==> src/rtl/mmio_pkg.sv <==
// Shared MMIO definitions: register offsets, STATUS bit layout and TX FSM encoding.
// Imported by mmio_ctrl and mmio_tx_buf.
package mmio_pkg;

  localparam logic [7:0] OFS_STATUS  = 8'h00;
  localparam logic [7:0] OFS_RXDATA  = 8'h04;
  localparam logic [7:0] OFS_TXDATA  = 8'h08;
  localparam logic [7:0] OFS_CYCLE   = 8'h10;
  localparam logic [7:0] OFS_INSTRET = 8'h14;
  localparam logic [7:0] OFS_CNTRST  = 8'h18;

  localparam int ST_TX_IDLE  = 0;
  localparam int ST_RX_VALID = 1;
  localparam int ST_TX_DROP  = 2;

  typedef enum logic {
    IDLE = 1'b0,
    SEND = 1'b1
  } tx_state_e;

  // Field order mirrors the ST_* indices above (LSB last).
  typedef struct packed {
    logic [28:0] rsvd;
    logic        tx_drop;
    logic        rx_valid;
    logic        tx_idle;
  } status_t;

endpackage

==> src/rtl/mmio_tx_buf.sv <==
// One-entry UART TX buffer: a load in IDLE captures the byte and presents it from the next cycle.
// Holds tx_valid/tx_data until tx_ready; loads arriving while SEND are refused and flagged on drop.
module mmio_tx_buf
  import mmio_pkg::*;
(
  input  logic       clk,
  input  logic       rst,
  input  logic       load,
  input  logic [7:0] load_byte,
  input  logic       tx_ready,
  output logic       tx_valid,
  output logic [7:0] tx_data,
  output logic       idle,
  output logic       drop
);

  tx_state_e  state;
  tx_state_e  state_nxt;
  logic [7:0] data_q;
  logic       capture;

  always_ff @(posedge clk or negedge rst) begin
    if (!rst) begin
      state <= IDLE;
    end else begin
      state <= state_nxt;
    end
  end

  always_ff @(posedge clk or negedge rst) begin
    if (!rst) begin
      data_q <= 8'h00;
    end else if (capture) begin
      data_q <= load_byte;
    end
  end

  // A load in the handshake cycle still sees SEND and is refused.
  always_comb begin
    state_nxt = state;
    capture   = 1'b0;
    drop      = 1'b0;
    case (state)
      IDLE: begin
        if (load) begin
          capture   = 1'b1;
          state_nxt = SEND;
        end
      end
      SEND: begin
        drop = load;
        if (tx_ready) begin
          state_nxt = IDLE;
        end
      end
      default: state_nxt = IDLE;
    endcase
  end

  assign tx_valid = (state == SEND);
  assign idle     = (state == IDLE);
  assign tx_data  = data_q;

endmodule

==> src/rtl/mmio_ctrl.sv <==
// MMIO controller for the 0x8xxx_xxxx region: UART RX/TX sequencing, cycle/instret counters.
// Read data and hit flag are registered (1-cycle latency, same as dmem); TX backpressure is absorbed by a one-entry buffer.
module mmio_ctrl
  import mmio_pkg::*;
#(
  parameter logic [3:0] MMIO_TAG = 4'h8,
  parameter int         CNT_W    = 32
) (
  input  logic        clk,
  input  logic        rst,
  input  logic [31:0] addr,
  input  logic [31:0] wdata,
  input  logic [3:0]  wbe,
  input  logic        re,
  input  logic        inst_retire,
  output logic [31:0] rdata,
  output logic        hit_q,
  input  logic [7:0]  rx_data,
  input  logic        rx_valid,
  output logic        rx_ready,
  output logic [7:0]  tx_data,
  output logic        tx_valid,
  input  logic        tx_ready
);

  logic             tag_match;
  logic             rd_hit;
  logic             wr_hit;
  logic [7:0]       ofs;
  logic             tx_load;
  logic             cnt_clr;
  logic             status_rd;
  logic             tx_idle;
  logic             drop_pulse;
  logic             tx_drop;
  logic [CNT_W-1:0] cycle_cnt;
  logic [CNT_W-1:0] instret_cnt;
  status_t          status;
  logic [31:0]      rd_mux;
  logic             unused_bits;

  assign tag_match = (addr[31:28] == MMIO_TAG);
  assign ofs       = addr[7:0];
  assign rd_hit    = tag_match & re;
  assign wr_hit    = tag_match & (|wbe);

  assign rx_ready  = rd_hit & (ofs == OFS_RXDATA) & rx_valid;
  assign tx_load   = wr_hit & (ofs == OFS_TXDATA) & wbe[0];
  assign cnt_clr   = wr_hit & (ofs == OFS_CNTRST);
  assign status_rd = rd_hit & (ofs == OFS_STATUS);

  assign unused_bits = ^{addr[27:8], wdata[31:8]};

  mmio_tx_buf u_tx_buf (
    .clk       (clk),
    .rst       (rst),
    .load      (tx_load),
    .load_byte (wdata[7:0]),
    .tx_ready  (tx_ready),
    .tx_valid  (tx_valid),
    .tx_data   (tx_data),
    .idle      (tx_idle),
    .drop      (drop_pulse)
  );

  always_comb begin
    status          = '0;
    status.tx_drop  = tx_drop;
    status.rx_valid = rx_valid;
    status.tx_idle  = tx_idle;
  end

  always_comb begin
    rd_mux = 32'h0;
    case (ofs)
      OFS_STATUS:  rd_mux = status;
      OFS_RXDATA:  rd_mux = rx_valid ? {24'h0, rx_data} : 32'h0;
      OFS_CYCLE:   rd_mux = 32'(cycle_cnt);
      OFS_INSTRET: rd_mux = 32'(instret_cnt);
      default:     rd_mux = 32'h0;
    endcase
  end

  always_ff @(posedge clk or negedge rst) begin
    if (!rst) begin
      rdata <= 32'h0;
      hit_q <= 1'b0;
    end else begin
      hit_q <= rd_hit;
      if (rd_hit) begin
        rdata <= rd_mux;
      end
    end
  end

  // A drop in the same cycle as a STATUS read wins over the read-clear.
  always_ff @(posedge clk or negedge rst) begin
    if (!rst) begin
      tx_drop <= 1'b0;
    end else begin
      tx_drop <= (tx_drop & ~status_rd) | drop_pulse;
    end
  end

  always_ff @(posedge clk or negedge rst) begin
    if (!rst) begin
      cycle_cnt   <= '0;
      instret_cnt <= '0;
    end else if (cnt_clr) begin
      cycle_cnt   <= '0;
      instret_cnt <= '0;
    end else begin
      cycle_cnt   <= cycle_cnt + CNT_W'(1);
      instret_cnt <= instret_cnt + CNT_W'(inst_retire);
    end
  end

endmodule
==> config.mk <==
export PLATFORM = sky130hd
export DESIGN_NAME = mmio_ctrl
export DESIGN_NICKNAME = d
export VERILOG_FILES = /design/src/rtl/mmio_pkg.sv /design/src/rtl/mmio_tx_buf.sv /design/src/rtl/mmio_ctrl.sv
export SDC_FILE = /design/constraint.sdc
export NUM_CORES = 1
export LEC_CHECK = 0
export CAP_MARGIN = 20
export CORE_UTILIZATION = 45
export DETAILED_ROUTE_END_ITERATION = 16
export PLACE_DENSITY = 0.77
export SLEW_MARGIN = 5
export SYNTH_ARGS = -nofsm -noshare
export SYNTH_HDL_FRONTEND = slang
export SYNTH_SLANG_ARGS = --single-unit
==> constraint.sdc <==
create_clock -name clk -period 1.8 [get_ports clk]
set_input_delay 0.18 -clock clk [delete_from_list [all_inputs] [get_ports clk]]
set_output_delay 0.18 -clock clk [all_outputs]
set_load 0.05 [all_outputs]
======== Yosys cells after proc, flatten, opt, wreduce, memory -nomap -nowiden ========
Cells that the tools add are included.
cells by class
  add/subtract/negate cells ............... 2
  div/mod/pow operators ................... 0
  bitwise gates (word level) .............. 12
  $lt $le $gt $ge ......................... 0
  reduce and logical (&&, ||, !) cells .... 2
  $mul .................................... 0
  shift-type cells ........................ 0
  multiplexer cells ....................... 9
  eq/ne operators ......................... 6
operator list
  cell                   count
  $pmux 32 s4            1
  $mux 32                2
  $add 32x1->32          1
  $add 32x1->32 const B  1
  $eq 8x5->1 const B     3
  $and 1x1->1            9
  $eq 8x3->1 const B     1
  $eq 8x4->1 const B     1
  $logic_not 8->1        1
  $mux 8                 1
  $eq 4x4->1 const B     1
  $mux 1                 4
  $reduce_or 4->1        1
  $not 1->1              2
  $pmux 1 s2             1
  $or 1x1->1             1
word-level totals
  output and inout port bits .............. 43
  bits of input ports ..................... 82
  register bits ........................... 107
  bits in latches ......................... 0
  memories ................................ 0
  bits in writable memories ............... 0
  memory bits (read-only) ................. 0

======== Depth between registers and ports, before layout ========
  depth in word-level cells ............... 6
  depth in mapped cells ................... 7

======== Hierarchy ========
Synthesis repeated with hierarchy kept, for this count alone.
unflattened totals
  cell total of the unflattened synthesis .. 547
  area, all modules ....................... 5461.5 µm²
modules (own cells, without submodules)
  module       instances  area an instance (µm²)  cells an instance
  mmio_ctrl    1          5077.4                  525
  mmio_tx_buf  1          384.1                   22

======== Worst setup path after synthesis ========
No wires, ideal clock.
  path type ............................... input-to-reg
  start ................................... input port addr[29]
  end ..................................... register rdata[3]
  stages .................................. 5
  slack ................................... -0.342 ns
  setup time .............................. 0.087 ns
  data arrival time ....................... 2.055 ns
  buffers on the path ..................... 0
  cell sequence ........................... nor4b_2 -> nand2_1 -> nor4_2 -> nand2_1 -> o211ai_1
between the ends
  cells in the longest elaborated chain, start to end .. 2
ends and longest elaborated chain
  item                    RTL line         RTL
  start: declaration      mmio_ctrl.sv:11  input logic [31:0] addr,
  $eq 4x4->1              mmio_ctrl.sv:42  assign tag_match = (addr[31:28] == MMIO_TAG);
  $and 1x1->1             mmio_ctrl.sv:44  assign rd_hit = tag_match & re;
  end signal: assignment  mmio_ctrl.sv:91  rdata <= rd_mux;
  end: declaration        mmio_ctrl.sv:16  output logic [31:0] rdata,
Every way passes these cells.
A chain may end at the register's enable or synchronous reset.

======== Worst setup path in the final report ========
  start ................................... register instret_cnt[5]
  end ..................................... register instret_cnt[13]
between the ends
  cells in the longest elaborated chain, start to end .. 2
ends and longest elaborated chain
  item                      RTL line          RTL
  start: declaration        mmio_ctrl.sv:37   logic [CNT_W-1:0] instret_cnt;
  start signal: assignment  mmio_ctrl.sv:114  instret_cnt <= instret_cnt + CNT_W'(inst_retire);
  $add 32x1->32             mmio_ctrl.sv:114
  $mux 32                   mmio_ctrl.sv:109  end else if (cnt_clr) begin
Every way passes these cells.

==> flow_metrics.env <==
export IMPL_status="completed"
export IMPL_grt_overflow=0
export IMPL_synthDistinctLibCells=38
export IMPL_hold_path_class="primary input to register"
export IMPL_final_common_cell="dfrtp_1"
export IMPL_area_delta_synth_final_pct=36.0
export IMPL_netlist_instances=504
export IMPL_clk_pin_slew_ns=0.07
export IMPL_track_usage_pct=22.7
export IMPL_final_hold_violation_count=0
export IMPL_grt_first_pass_wirelength_microns=20700
export IMPL_wirelength_microns=12900
export IMPL_wl_per_cell_microns=16.5
export IMPL_synth_avg_cell_area_sq_um=10.2
export IMPL_fin_skew_ns=0.00784
export IMPL_p_total_mw=5.51
export IMPL_nets=719
export IMPL_critPathArrivalTime_ns=2.07
export IMPL_drcViolationCount=0
export IMPL_cp_start_kind="register"
export IMPL_grt_max_degree=43
export IMPL_cts_made_buffers=9
export IMPL_cp_startpoint="instret_cnt[5]$_DFF_PN0_"
export IMPL_cts_tree="built"
export IMPL_clockBufferDepth=2
export IMPL_clk_root_buffer_cell="clkbuf_16"
export IMPL_crit_fanout=4
export IMPL_die_w_microns=109
export IMPL_n_antenna_cell=0
export IMPL_cp_slowest_stage_delay_ns=0.64
export IMPL_antenna_found_initial=0
export IMPL_drive_above_1_share_pct=16.6
export IMPL_die_area_sq_um=11800
export IMPL_worstSetupPathType="register to register"
export IMPL_power_density_nw_per_um2=792
export IMPL_tightest_slew_ns=0.621
export IMPL_leakagePower_nw=3.23
export IMPL_port_buffers=80
export IMPL_slew_viol_final=0
export IMPL_cp_end_kind="register"
export IMPL_core_area_sq_um=10900
export IMPL_drt_iter0_drc=197
export IMPL_synth_seq_cells=107
export IMPL_path_buf_inv=0
export IMPL_place_gp_congestion=0.816
export IMPL_drv_cap=0
export IMPL_mostFrequentLayoutCells="dfrtp_1, clkdlybuf4s50_1, nor2_1"
export IMPL_hpwlAfterDp_microns=8640
export IMPL_row_count=38
export IMPL_avgViaCountPerCell=5.41
export IMPL_top_level_ports=125
export IMPL_final_cell_count_no_fill=779
export IMPL_syn_nets=589
export IMPL_dpl_cell_count=750
export IMPL_final_min_clock_period_ns=1.79
export IMPL_dp_slack_ns=-0.368
export IMPL_worst_slack_ns=0.0132
export IMPL_finalSetupTns_ns=0
export IMPL_rsz0062_at_grt="yes"
export IMPL_htree_levels=3
export IMPL_clock_sinks=107
export IMPL_yosysSeqAreaShare_pct=52.3
export IMPL_netlist_area_sq_um=5120
export IMPL_vdd_drop_max_mv=0.624
export IMPL_crit_chain="nand4_1, or4_4, or3_4, a21oi_2"
export IMPL_clk_latency_ns=0.35
export IMPL_dr_pass1_iters=5
export IMPL_ant_nets=0
export IMPL_max_freq_ghz=0.560
export IMPL_finalSetupViolations=0
export IMPL_vias=4218
export IMPL_r2r_start="instret_cnt[5]$_DFF_PN0_"
export IMPL_utilization_pct=63.6
export IMPL_synth_warnings=0
export IMPL_finalCritPeriodShare_pct=99.3
export IMPL_grt_pass1_vias=4246
export IMPL_crit_family="simple AND/OR/NAND/NOR gates"
export IMPL_floorplan_initialDensity_pct=46.8
export IMPL_hp_start="addr[2]"
export IMPL_critPathRequiredTime_ns=2.08
export IMPL_die_h_microns=109
export IMPL_slowest_stage="or4_4"
export IMPL_slew_headroom_pct=58.6
==> kinds of logic (layout without fill, tap and decap cells) <==
logic type / count (synthesis) / after routing / synth area share (%)
buffers and inverters: 27 / 162 / 2.08
AOI/OAI and AO/OA: 49 / 49 / 5.40
DFF: 107 / 107 / 52.3
adders and majority gates: 3 / 3 / 0.734
xor gates and xnor gates: 57 / 57 / 9.76
muxes: 40 / 40 / 8.05
and+or+nand+nor: 221 / 221 / 21.6
==> stage by stage <==
stage	hold WS [ns]	area, sq um
2_1_floorplan	-0.116	5120
3_3_place_gp	0.180	6430
3_5_place_dp	0.189	6430
4_1_cts	0.300	6810
5_1_grt	0.349	6960
6_report	0.311	6960
==> cell type report <==
class	instances	area, sq um
Clock inverter	5	60.1
Sequential cell	107	2680
Tap cell	140	175
Fill cell	880	3980
Timing Repair Buffer	141	1380
Clock buffer	11	253
Inverter	5	18.8
Multi-Input combinational cell	370	2390
==> synth_stat cells (all sizes together) <==
library cell  number  share of area (%)
dfrtp            107                 52
nor2              68                5.0
nand2             58                4.3
xor2              48                8.2
o21ai             32                3.1
mux2i             31                6.1
nand3             28                2.7
nand4             27                3.4
clkbuf            15                1.1
and3              11                1.3
mux2               9                2.0
xnor2              9                1.5
buf                7               0.61
a21oi              5               0.49
inv                5               0.37
nor3               5               0.59
nor4               5                1.4
o211ai             5               0.73
and4               4               0.68
nor2b              4               0.49
or3                4               0.49
ha                 3               0.73
a211oi             2               0.29
a21o               2               0.29
and2               2               0.24
o31ai              2               0.29
and3b              1               0.17
nand3b             1               0.15
nor3b              1               0.15
nor4b              1               0.29
o41ai              1               0.17
or4                1               0.15
==> registers in the layout, indices dropped and copies added (netlist names) <==
name,flops
cycle_cnt,32
instret_cnt,32
rdata,32
hit_q,1
tx_drop,1
u_tx_buf.tx_valid,1
u_tx_buf.tx_data,8
==> final timing paths <==
check,end,slack [ns],cells after the start
worst max-delay path,instret_cnt[13]$_DFF_PN0_,0.01,4
worst min-delay path,tx_drop$_DFF_PN0_,0.31,6
worst max register to register,instret_cnt[13]$_DFF_PN0_,0.01,4
worst min register to register,rdata[11]$_DFFE_PN0N_,0.48,2
max in group asynchronous,rdata[2]$_DFFE_PN0N_,0.86,3
min in group asynchronous,rdata[9]$_DFFE_PN0N_,0.35,2
==> power by group <==
group          switching [mW]  internal [mW]  leakage, nW
clock                   0.898           1.16        0.152
sequential              0.169           2.56         1.47
combinational           0.361          0.364         1.61
total                    1.43           4.08         3.23
==> worst register-to-register path, stage by stage (launching register included) <==
cell     delay [ns]
dfrtp_1        0.35
nand4_1        0.25
or4_4          0.64
or3_4          0.35
a21oi_2        0.12
==> routing by layer <==
layer  vias to the layer above  GRT usage, %  routed length, microns
met3                        18          3.29                     507
met5                         -             0                       0
met1                      2093          29.4                    5540
met4                         0          7.72                     195
met2                       103          39.1                    6610
li1                       2004             -                       -
==> timing repair <==
item	4_1_cts	5_1_grt
resized for setup	7	12
hold buffers	1	0
setup endpoints to repair	11	25
cloned	0	3
endpoints found under the hold margin	34	0
pin swaps	4	12
buffers inserted	3	6
(Power assumes the default switching activity.)
